[config.mk]
export PLATFORM = sky130hd
export DESIGN_NAME = mathbox_sequencer_flat
export DESIGN_NICKNAME = d
export VERILOG_FILES = /design/src/rtl/mathbox_sequencer_pkg.sv /design/src/rtl/mathbox_sequencer_if.sv /design/src/rtl/mathbox_sequencer_cond_select.sv /design/src/rtl/mathbox_sequencer.sv /design/src/flat_wrapper.sv
export SDC_FILE = /design/constraint.sdc
export NUM_CORES = 1
export LEC_CHECK = 0
export ABC_AREA = 1
export CAP_MARGIN = 40
export CORE_MARGIN = 2
export CORE_UTILIZATION = 35
export CTS_CLUSTER_SIZE = 10
export DETAILED_ROUTE_END_ITERATION = 10
export PLACE_DENSITY = 0.74
export SYNTH_ARGS = -nofsm -noshare
export SYNTH_HDL_FRONTEND = slang
export SYNTH_HIERARCHICAL = 1
export SYNTH_SLANG_ARGS = --single-unit
[constraint.sdc]
create_clock -name cp -period 2.3 [get_ports cp]
set_input_delay 0.46 -clock cp [delete_from_list [all_inputs] [get_ports cp]]
set_output_delay 0.46 -clock cp [all_outputs]
set_load 0.02 [all_outputs]
[src/rtl/mathbox_sequencer_pkg.sv]
// Shared types and constants for the math-box microprogram sequencer.
package mathboxPkg;

  localparam int unsigned DATA_W     = 16;
  localparam int unsigned UWORD_W    = 32;
  localparam int unsigned ALU_I_W    = 9;
  localparam int unsigned REG_ADDR_W = 4;
  localparam int unsigned TARGET_W   = 8;

  // I[8:6]=001 selects no Q/RAM write, so the slices hold their state.
  localparam logic [ALU_I_W-1:0] ALU_NOP = 9'h040;

  typedef enum logic [1:0] {
    SEQ_CONT  = 2'd0,
    SEQ_JUMP  = 2'd1,
    SEQ_JCOND = 2'd2,
    SEQ_HALT  = 2'd3
  } seq_op_e;

  typedef enum logic [1:0] {
    COND_FEQ0    = 2'd0,
    COND_F3      = 2'd1,
    COND_OVF     = 2'd2,
    COND_CNPLUS4 = 2'd3
  } cond_sel_e;

  typedef enum logic [1:0] {
    ST_IDLE  = 2'd0,
    ST_FETCH = 2'd1,
    ST_EXEC  = 2'd2,
    ST_DONE  = 2'd3
  } state_e;

  typedef struct packed {
    logic [ALU_I_W-1:0]    i;
    logic [REG_ADDR_W-1:0] a;
    logic [REG_ADDR_W-1:0] b;
    logic                  cn;
    logic                  d_en;
    logic                  y_latch;
    seq_op_e               seq_op;
    cond_sel_e             cond_sel;
    logic [TARGET_W-1:0]   target;
  } uword_t;

  // Sequencing half of the instruction register; the slice half lives in the output registers.
  typedef struct packed {
    logic                y_latch;
    seq_op_e             seq_op;
    cond_sel_e           cond_sel;
    logic [TARGET_W-1:0] target;
  } seq_ctl_t;

  function automatic seq_ctl_t seq_ctl(input uword_t w);
    seq_ctl_t s;
    s.y_latch  = w.y_latch;
    s.seq_op   = w.seq_op;
    s.cond_sel = w.cond_sel;
    s.target   = w.target;
    return s;
  endfunction

endpackage

[src/rtl/mathbox_sequencer_if.sv]
// Host command, microcode ROM and slice-cascade signals of the sequencer.
interface mathbox_sequencer_if
  import mathboxPkg::*;
#(
  parameter int unsigned UADDR_W = 8
);

  logic                  start;
  logic [UADDR_W-1:0]    startAddr;
  logic [DATA_W-1:0]     operand;
  logic                  busy;
  logic                  done;
  logic                  err;
  logic [DATA_W-1:0]     result;
  logic [UADDR_W-1:0]    uAddr;
  logic [UWORD_W-1:0]    uWord;
  logic [ALU_I_W-1:0]    aluI;
  logic [REG_ADDR_W-1:0] aAddr;
  logic [REG_ADDR_W-1:0] bAddr;
  logic                  cN;
  logic [DATA_W-1:0]     dOut;
  logic                  yOeBar;
  logic [DATA_W-1:0]     y;
  logic                  fEq0;
  logic                  f3;
  logic                  ovf;
  logic                  cNplus4;

  modport master (
    output start, startAddr, operand, uWord, y, fEq0, f3, ovf, cNplus4,
    input  busy, done, err, result, uAddr, aluI, aAddr, bAddr, cN, dOut, yOeBar
  );

  modport slave (
    input  start, startAddr, operand, uWord, y, fEq0, f3, ovf, cNplus4,
    output busy, done, err, result, uAddr, aluI, aAddr, bAddr, cN, dOut, yOeBar
  );

endinterface

[src/rtl/mathbox_sequencer_cond_select.sv]
// 4:1 cascade status mux feeding the conditional-branch decision.
module condSelect
  import mathboxPkg::*;
(
  input  cond_sel_e sel,
  input  logic      fEq0,
  input  logic      f3,
  input  logic      ovf,
  input  logic      cNplus4,
  output logic      hit_c
);

  always_comb begin
    hit_c = 1'b0;
    case (sel)
      COND_FEQ0:    hit_c = fEq0;
      COND_F3:      hit_c = f3;
      COND_OVF:     hit_c = ovf;
      COND_CNPLUS4: hit_c = cNplus4;
      default:      hit_c = 1'b0;
    endcase
  end

endmodule

[src/rtl/mathbox_sequencer.sv]
// Microprogram sequencer driving a 4-slice 2901 cascade from an external microcode ROM.
// Each microword takes a FETCH cycle and an EXEC cycle; HALT or the step limit ends the program.
module mathbox_sequencer
  import mathboxPkg::*;
#(
  parameter int unsigned UADDR_W   = 8,
  parameter int unsigned MAX_STEPS = 255
) (
  input logic          cp,
  input logic          reset,
  mathbox_sequencer_if.slave bus
);

  localparam int unsigned STEP_W = $clog2(MAX_STEPS + 1);

  state_e                state;
  logic [UADDR_W-1:0]    upc;
  seq_ctl_t              uir;
  logic [STEP_W-1:0]     steps;
  logic [DATA_W-1:0]     opnd;

  logic                  busy;
  logic                  done;
  logic                  err;
  logic [DATA_W-1:0]     result;
  logic [ALU_I_W-1:0]    alu_i;
  logic [REG_ADDR_W-1:0] a_addr;
  logic [REG_ADDR_W-1:0] b_addr;
  logic                  cn;
  logic [DATA_W-1:0]     d_out;
  logic                  y_oe_bar;

  uword_t                fetched_c;
  logic                  cond_hit_c;
  logic [UADDR_W-1:0]    upc_next_c;
  logic [STEP_W-1:0]     steps_inc_c;
  logic                  limit_hit_c;

  assign fetched_c = uword_t'(bus.uWord);

  condSelect u_cond (
    .sel     (uir.cond_sel),
    .fEq0    (bus.fEq0),
    .f3      (bus.f3),
    .ovf     (bus.ovf),
    .cNplus4 (bus.cNplus4),
    .hit_c   (cond_hit_c)
  );

  // Next microword address and step accounting for the EXEC closing edge.
  always_comb begin
    upc_next_c  = upc + UADDR_W'(1);
    steps_inc_c = steps + STEP_W'(1);
    limit_hit_c = (steps_inc_c == STEP_W'(MAX_STEPS));
    case (uir.seq_op)
      SEQ_JUMP:  upc_next_c = UADDR_W'(uir.target);
      SEQ_JCOND: if (cond_hit_c) upc_next_c = UADDR_W'(uir.target);
      default:   ;
    endcase
  end

  always_ff @(posedge cp) begin
    if (reset) begin
      state    <= ST_IDLE;
      upc      <= '0;
      uir      <= seq_ctl_t'(0);
      steps    <= '0;
      opnd     <= '0;
      busy     <= 1'b0;
      done     <= 1'b0;
      err      <= 1'b0;
      result   <= '0;
      alu_i    <= ALU_NOP;
      a_addr   <= '0;
      b_addr   <= '0;
      cn       <= 1'b0;
      d_out    <= '0;
      y_oe_bar <= 1'b1;
    end else begin
      done <= 1'b0;
      case (state)
        ST_IDLE: begin
          if (bus.start) begin
            opnd  <= bus.operand;
            upc   <= bus.startAddr;
            err   <= 1'b0;
            steps <= '0;
            busy  <= 1'b1;
            state <= ST_FETCH;
          end
        end

        // Slice controls go live together with the latched microword.
        ST_FETCH: begin
          uir      <= seq_ctl(fetched_c);
          alu_i    <= fetched_c.i;
          a_addr   <= fetched_c.a;
          b_addr   <= fetched_c.b;
          cn       <= fetched_c.cn;
          d_out    <= fetched_c.d_en ? opnd : '0;
          y_oe_bar <= 1'b0;
          state    <= ST_EXEC;
        end

        ST_EXEC: begin
          if (uir.y_latch) result <= bus.y;
          steps    <= steps_inc_c;
          alu_i    <= ALU_NOP;
          a_addr   <= '0;
          b_addr   <= '0;
          cn       <= 1'b0;
          d_out    <= '0;
          y_oe_bar <= 1'b1;
          if (uir.seq_op == SEQ_HALT) begin
            done  <= 1'b1;
            state <= ST_DONE;
          end else if (limit_hit_c) begin
            err   <= 1'b1;
            done  <= 1'b1;
            state <= ST_DONE;
          end else begin
            upc   <= upc_next_c;
            state <= ST_FETCH;
          end
        end

        ST_DONE: begin
          busy  <= 1'b0;
          state <= ST_IDLE;
        end

        default: state <= ST_IDLE;
      endcase
    end
  end

  assign bus.busy   = busy;
  assign bus.done   = done;
  assign bus.err    = err;
  assign bus.result = result;
  assign bus.uAddr  = upc;
  assign bus.aluI   = alu_i;
  assign bus.aAddr  = a_addr;
  assign bus.bAddr  = b_addr;
  assign bus.cN     = cn;
  assign bus.dOut   = d_out;
  assign bus.yOeBar = y_oe_bar;

endmodule

[src/flat_wrapper.sv]
// flat-port wrapper written by rule: the top's interface ports become plain ports
module mathbox_sequencer_flat import mathboxPkg::*;
#(
  parameter int unsigned UADDR_W   = 8,
  parameter int unsigned MAX_STEPS = 255
)
  (cp, reset, bus_start, bus_startAddr, bus_operand, bus_uWord, bus_y, bus_fEq0, bus_f3, bus_ovf, bus_cNplus4, bus_busy, bus_done, bus_err, bus_result, bus_uAddr, bus_aluI, bus_aAddr, bus_bAddr, bus_cN, bus_dOut, bus_yOeBar);
  mathbox_sequencer_if #(.UADDR_W(UADDR_W)) bus_i ();
  input logic cp;
  input logic reset;
  input wire logic [$bits(bus_i.start)-1:0] bus_start;
  input wire logic [$bits(bus_i.startAddr)-1:0] bus_startAddr;
  input wire logic [$bits(bus_i.operand)-1:0] bus_operand;
  input wire logic [$bits(bus_i.uWord)-1:0] bus_uWord;
  input wire logic [$bits(bus_i.y)-1:0] bus_y;
  input wire logic [$bits(bus_i.fEq0)-1:0] bus_fEq0;
  input wire logic [$bits(bus_i.f3)-1:0] bus_f3;
  input wire logic [$bits(bus_i.ovf)-1:0] bus_ovf;
  input wire logic [$bits(bus_i.cNplus4)-1:0] bus_cNplus4;
  output wire logic [$bits(bus_i.busy)-1:0] bus_busy;
  output wire logic [$bits(bus_i.done)-1:0] bus_done;
  output wire logic [$bits(bus_i.err)-1:0] bus_err;
  output wire logic [$bits(bus_i.result)-1:0] bus_result;
  output wire logic [$bits(bus_i.uAddr)-1:0] bus_uAddr;
  output wire logic [$bits(bus_i.aluI)-1:0] bus_aluI;
  output wire logic [$bits(bus_i.aAddr)-1:0] bus_aAddr;
  output wire logic [$bits(bus_i.bAddr)-1:0] bus_bAddr;
  output wire logic [$bits(bus_i.cN)-1:0] bus_cN;
  output wire logic [$bits(bus_i.dOut)-1:0] bus_dOut;
  output wire logic [$bits(bus_i.yOeBar)-1:0] bus_yOeBar;
  assign bus_i.start = bus_start;
  assign bus_i.startAddr = bus_startAddr;
  assign bus_i.operand = bus_operand;
  assign bus_i.uWord = bus_uWord;
  assign bus_i.y = bus_y;
  assign bus_i.fEq0 = bus_fEq0;
  assign bus_i.f3 = bus_f3;
  assign bus_i.ovf = bus_ovf;
  assign bus_i.cNplus4 = bus_cNplus4;
  assign bus_busy = bus_i.busy;
  assign bus_done = bus_i.done;
  assign bus_err = bus_i.err;
  assign bus_result = bus_i.result;
  assign bus_uAddr = bus_i.uAddr;
  assign bus_aluI = bus_i.aluI;
  assign bus_aAddr = bus_i.aAddr;
  assign bus_bAddr = bus_i.bAddr;
  assign bus_cN = bus_i.cN;
  assign bus_dOut = bus_i.dOut;
  assign bus_yOeBar = bus_i.yOeBar;
  mathbox_sequencer #(.UADDR_W(UADDR_W), .MAX_STEPS(MAX_STEPS)) u_core (.cp(cp), .reset(reset), .bus(bus_i));
endmodule
==> flow_summary_export.csv <==
group,metric,value,unit
synth,synth-simple-area-share,28.4,%
sta,post-route-period-util,84.0,%
sta,finalHoldViolCount,0,
setup_path,rrSetupSlack,0.45,ns
setup_path,cp-startpoint,"u_core/bus.uAddr[4]$_SDFFE_PP0P_",
synth,synth-edff-count,0,
route,via_per_inst,4.66,
place,port_buffers,140,
clock_tree,cts_tree,"yes",
place,dp_cells,876,
global_routing,grt_usage,17.0,%
final_layout,areaGrowthSynthToFinish,43.8,%
floorplanning,core_area,0.0120,mm²
clock_tree,clk_path_buf_depth,2,
global_routing,grt_pass1_vias,3804,
worst_hold_path,hp-class,"flip-flop to flip-flop",
setup_path,cpPeakStageDelay,0.66,ns
global_routing,antenna_found_initial,0,
route,drc_errors,0,
final_layout,nFillCells,1184,
setup_path,cp.arrival,1.47,ns
global_routing,grt_max_degree,34,
floorplanning,start_util,35.8,%
setup_path,ff2ff_path_depth,10,
synth,yosysTopAreaCellShare,47.0,%
synth,synthCells,603,
sta,setup_violations,0,
clock_tree,htreeDepth,3,
setup_path,crit_family,"buffers and inverters",
clock_tree,worstSkewPairLatency,0.35,ns
pwr,power.density,928,mW/mm²
synth,yosys.area.top_type,"dfxtp_1",
pwr,power.leakage,2.50,nW
sta,slew_headroom,58.4,%
setup_path,crit_type,"flip-flop to output port",
floorplanning,rows,40,
final_layout,stdcell_count,892,
synth,yosys-top-cells-count,"nand2_1 (128), nor2_1 (106), dfxtp_1 (101)",
setup_path,slowest_stage,"clkdlybuf4s50_1",
setup_path,path_buf_inv,1,
route,antenna_left,0,
clock_tree,cts_sinks,101,
synth,synthFlopType,"dfxtp_1",
place,dp_hpwl,7850,µm
synth,syn_nets,692,
global_routing,grt_pass1_wl,18100,µm
synth,synth_compound_area_share,13.9,%
synth,syn_area,0.00430,mm²
outcome,status,"finished, final reports clean",
place,gp_congestion,0.852,
synth,synth_fa_ha_area_share,2.91,%
synth,synth_top_family_by_area,"simple AND/OR/NAND/NOR gates",
sta,slew_viol_final,0,
synth,ys_seq_area_share,47.0,%
final_layout,nets,829,
setup_path,worstSetupEndpoint,"bus_uAddr[4]",
clock_tree,cts_inserted_buffers,9,
job,maxCapViolations,0,
final_layout,drive_above_1_share,5.91,%
setup_path,worstPathCellList,"clkdlybuf4s50_1",
setup_path,end_kind,"output port",
route,dr_total_vias,4158,
sta,fmax,518,MHz
synth,synth.area.top_cells,"dfxtp_1 (47%), nand2_1 (11%), nor2_1 (9.2%), a21oi_1 (6.5%), o21ai_0 (6.2%)",
floorplanning,die_width,115,µm
synth,synth.most_common_cell,"nand2_1",
synth,ys_warn_count,6,
synth,yosysUniqueCellTypes,27,
synth,muxShareOfSynthArea,0,%
place,dpl_worst_slack,0.272,ns
setup_path,r2r-start,"u_core/steps[1]$_SDFFE_PP0P_",
floorplanning,chipHeight,115,µm
clock_tree,postCtsSetupRepairBufs,0,
synth,ys_seq_elements,101,
floorplanning,dieArea,0.0132,mm²
sta,rsz0062_at_grt,"no",
global_routing,overflow,0,
sta,fin_crit,1.93,ns
sta,finalSetupTns,0,ns
sta,setup_ws,0.369,ns
route,dr.pass1.iters,4,
pwr,report.power.total,5.74,mW
clock_tree,cts_root_buf,"clkbuf_16",
route,wl_per_cell,12.6,µm
sta,worstMarginPinSlew,0.623,ns
synth,syn_area_per_cell,7.14,µm²
synth,async_flop_share,0,%
setup_path,startpoint_type,"flip-flop",
sta,finClkSkew,0.00540,ns
pwr,irDropWorstVdd,0.416,mV
route,wl,11200,µm
setup_path,cp.depth,1,
final_layout,n_antenna_cell,0,
setup_path,cp_max_fo,7,
clock_tree,ctsResizeCount,0,
clock_tree,clk_pin_slew,0.07,ns
synth,synth_xor_area_share,0.611,%
setup_path,r2r_end,"u_core/bus.uAddr[0]$_SDFFE_PP0P_",
clock_tree,cts_hold_buf,0,
floorplanning,io-pin-count,141,
route,drtIter0Drc,193,
setup_path,cp.required,1.84,ns
==> state kept, by name, summed over array words and instances (netlist names), 4 cells and up <==
signal and flops:
u_core/bus.dOut 16, u_core/bus.aAddr 4, u_core/opnd 16, u_core/bus.uAddr 8, u_core/bus.bAddr 4, u_core/bus.aluI 9, u_core/bus.result 16, u_core/uir 13
u_core/steps 8
==> cell usage in the layout (no fill, tap or decap), types with 3 or more instances in the layout <==
cell / n
buf_4: 13
or2_2: 5
a21oi_1: 56
o21ai_0: 53
ha_1: 10
dfxtp_1: 101
clkbuf_16: 9
inv_2: 3
nand2_1: 128
a31oi_1: 3
clkinv_1: 3
nand4_1: 10
clkdlybuf4s50_1: 140
inv_1: 49
xor2_1: 3
inv_6: 4
nor2_1: 106
nand3_1: 32
==> per-layer routing <==
| metal | routed length (µm) | share of wire (%) | global-route usage [%] | up-vias |
|---|---|---|---|---|
| met2 | 5250 | 47 | 27.6 | 112 |
| met4 | 235 | 2.1 | 7.23 | 0 |
| met5 | 0 | 0 | 0 | - |
| li1 | - | - | - | 2204 |
| met3 | 610 | 5.4 | 3.64 | 16 |
| met1 | 5110 | 46 | 22.0 | 1826 |
==> power breakdown <==
group,internal [mW],total [mW],switching (mW)
clock,0.859,1.55,0.692
sequential,2.04,2.23,0.191
combinational,0.811,1.96,1.15
==> worst min path at each step <==
| stage | from | end | slack, ns | cells past startpoint |
|---|---|---|---|---|
| 5_1_grt | u_core/bus.bAddr[1]$_SDFFE_PP0P_ | u_core/bus.bAddr[1]$_SDFFE_PP0P_ | 0.48 | 2 |
| 3_5_place_dp | u_core/uir[4]$_SDFFE_PP0N_ | u_core/uir[4]$_SDFFE_PP0N_ | 0.45 | 2 |
| 2_1_floorplan | u_core/uir[4]$_SDFFE_PP0N_ | u_core/uir[4]$_SDFFE_PP0N_ | 0.43 | 2 |
| 3_3_place_gp | u_core/uir[4]$_SDFFE_PP0N_ | u_core/uir[4]$_SDFFE_PP0N_ | 0.45 | 2 |
| 6_report | u_core/bus.dOut[15]$_SDFFE_PP0P_ | u_core/bus.dOut[15]$_SDFFE_PP0P_ | 0.46 | 2 |
| 4_1_cts | u_core/bus.bAddr[2]$_SDFFE_PP0P_ | u_core/bus.bAddr[2]$_SDFFE_PP0P_ | 0.47 | 2 |
==> cells by family after synthesis <==
kind of cell / count (synthesis)
AND/OR/NAND/NOR: 290
adder cells (fa/ha/maj): 10
flip-flops: 101
AO/OA/AOI/OAI: 117
buffers and inverters: 82
XOR/XNOR: 3
==> area by class of cell <==
| class | instances | area (µm²) | area share [%] |
|---|---|---|---|
| flip-flops and latches | 101 | 2020 | 32.7 |
| multi-input cells | 420 | 1970 | 31.9 |
| repair buffers | 153 | 1500 | 24.2 |
| clock buffers | 9 | 225 | 3.64 |
| inverters | 55 | 206 | 3.34 |
| well taps | 147 | 184 | 2.97 |
| clock inverters | 7 | 78.8 | 1.27 |
==> stage by stage <==
stage	cell area [µm²]	utilization [%]	hold slack, ns
after floorplan	4300	-	0.435
after detailed placement	5880	49.0	0.453
after CTS	6190	51.5	0.467
final	6190	51.5	0.464
after global routing	6190	51.5	0.478
after global placement	5880	49.0	0.449
==> tightest hold or removal path: stages (launching register included) <==
cell and delay, ns:
dfxtp_1 0.31, nand2_1 0.06, a21oi_1 0.05
Note: power is estimated with default switching activity, not from simulation.
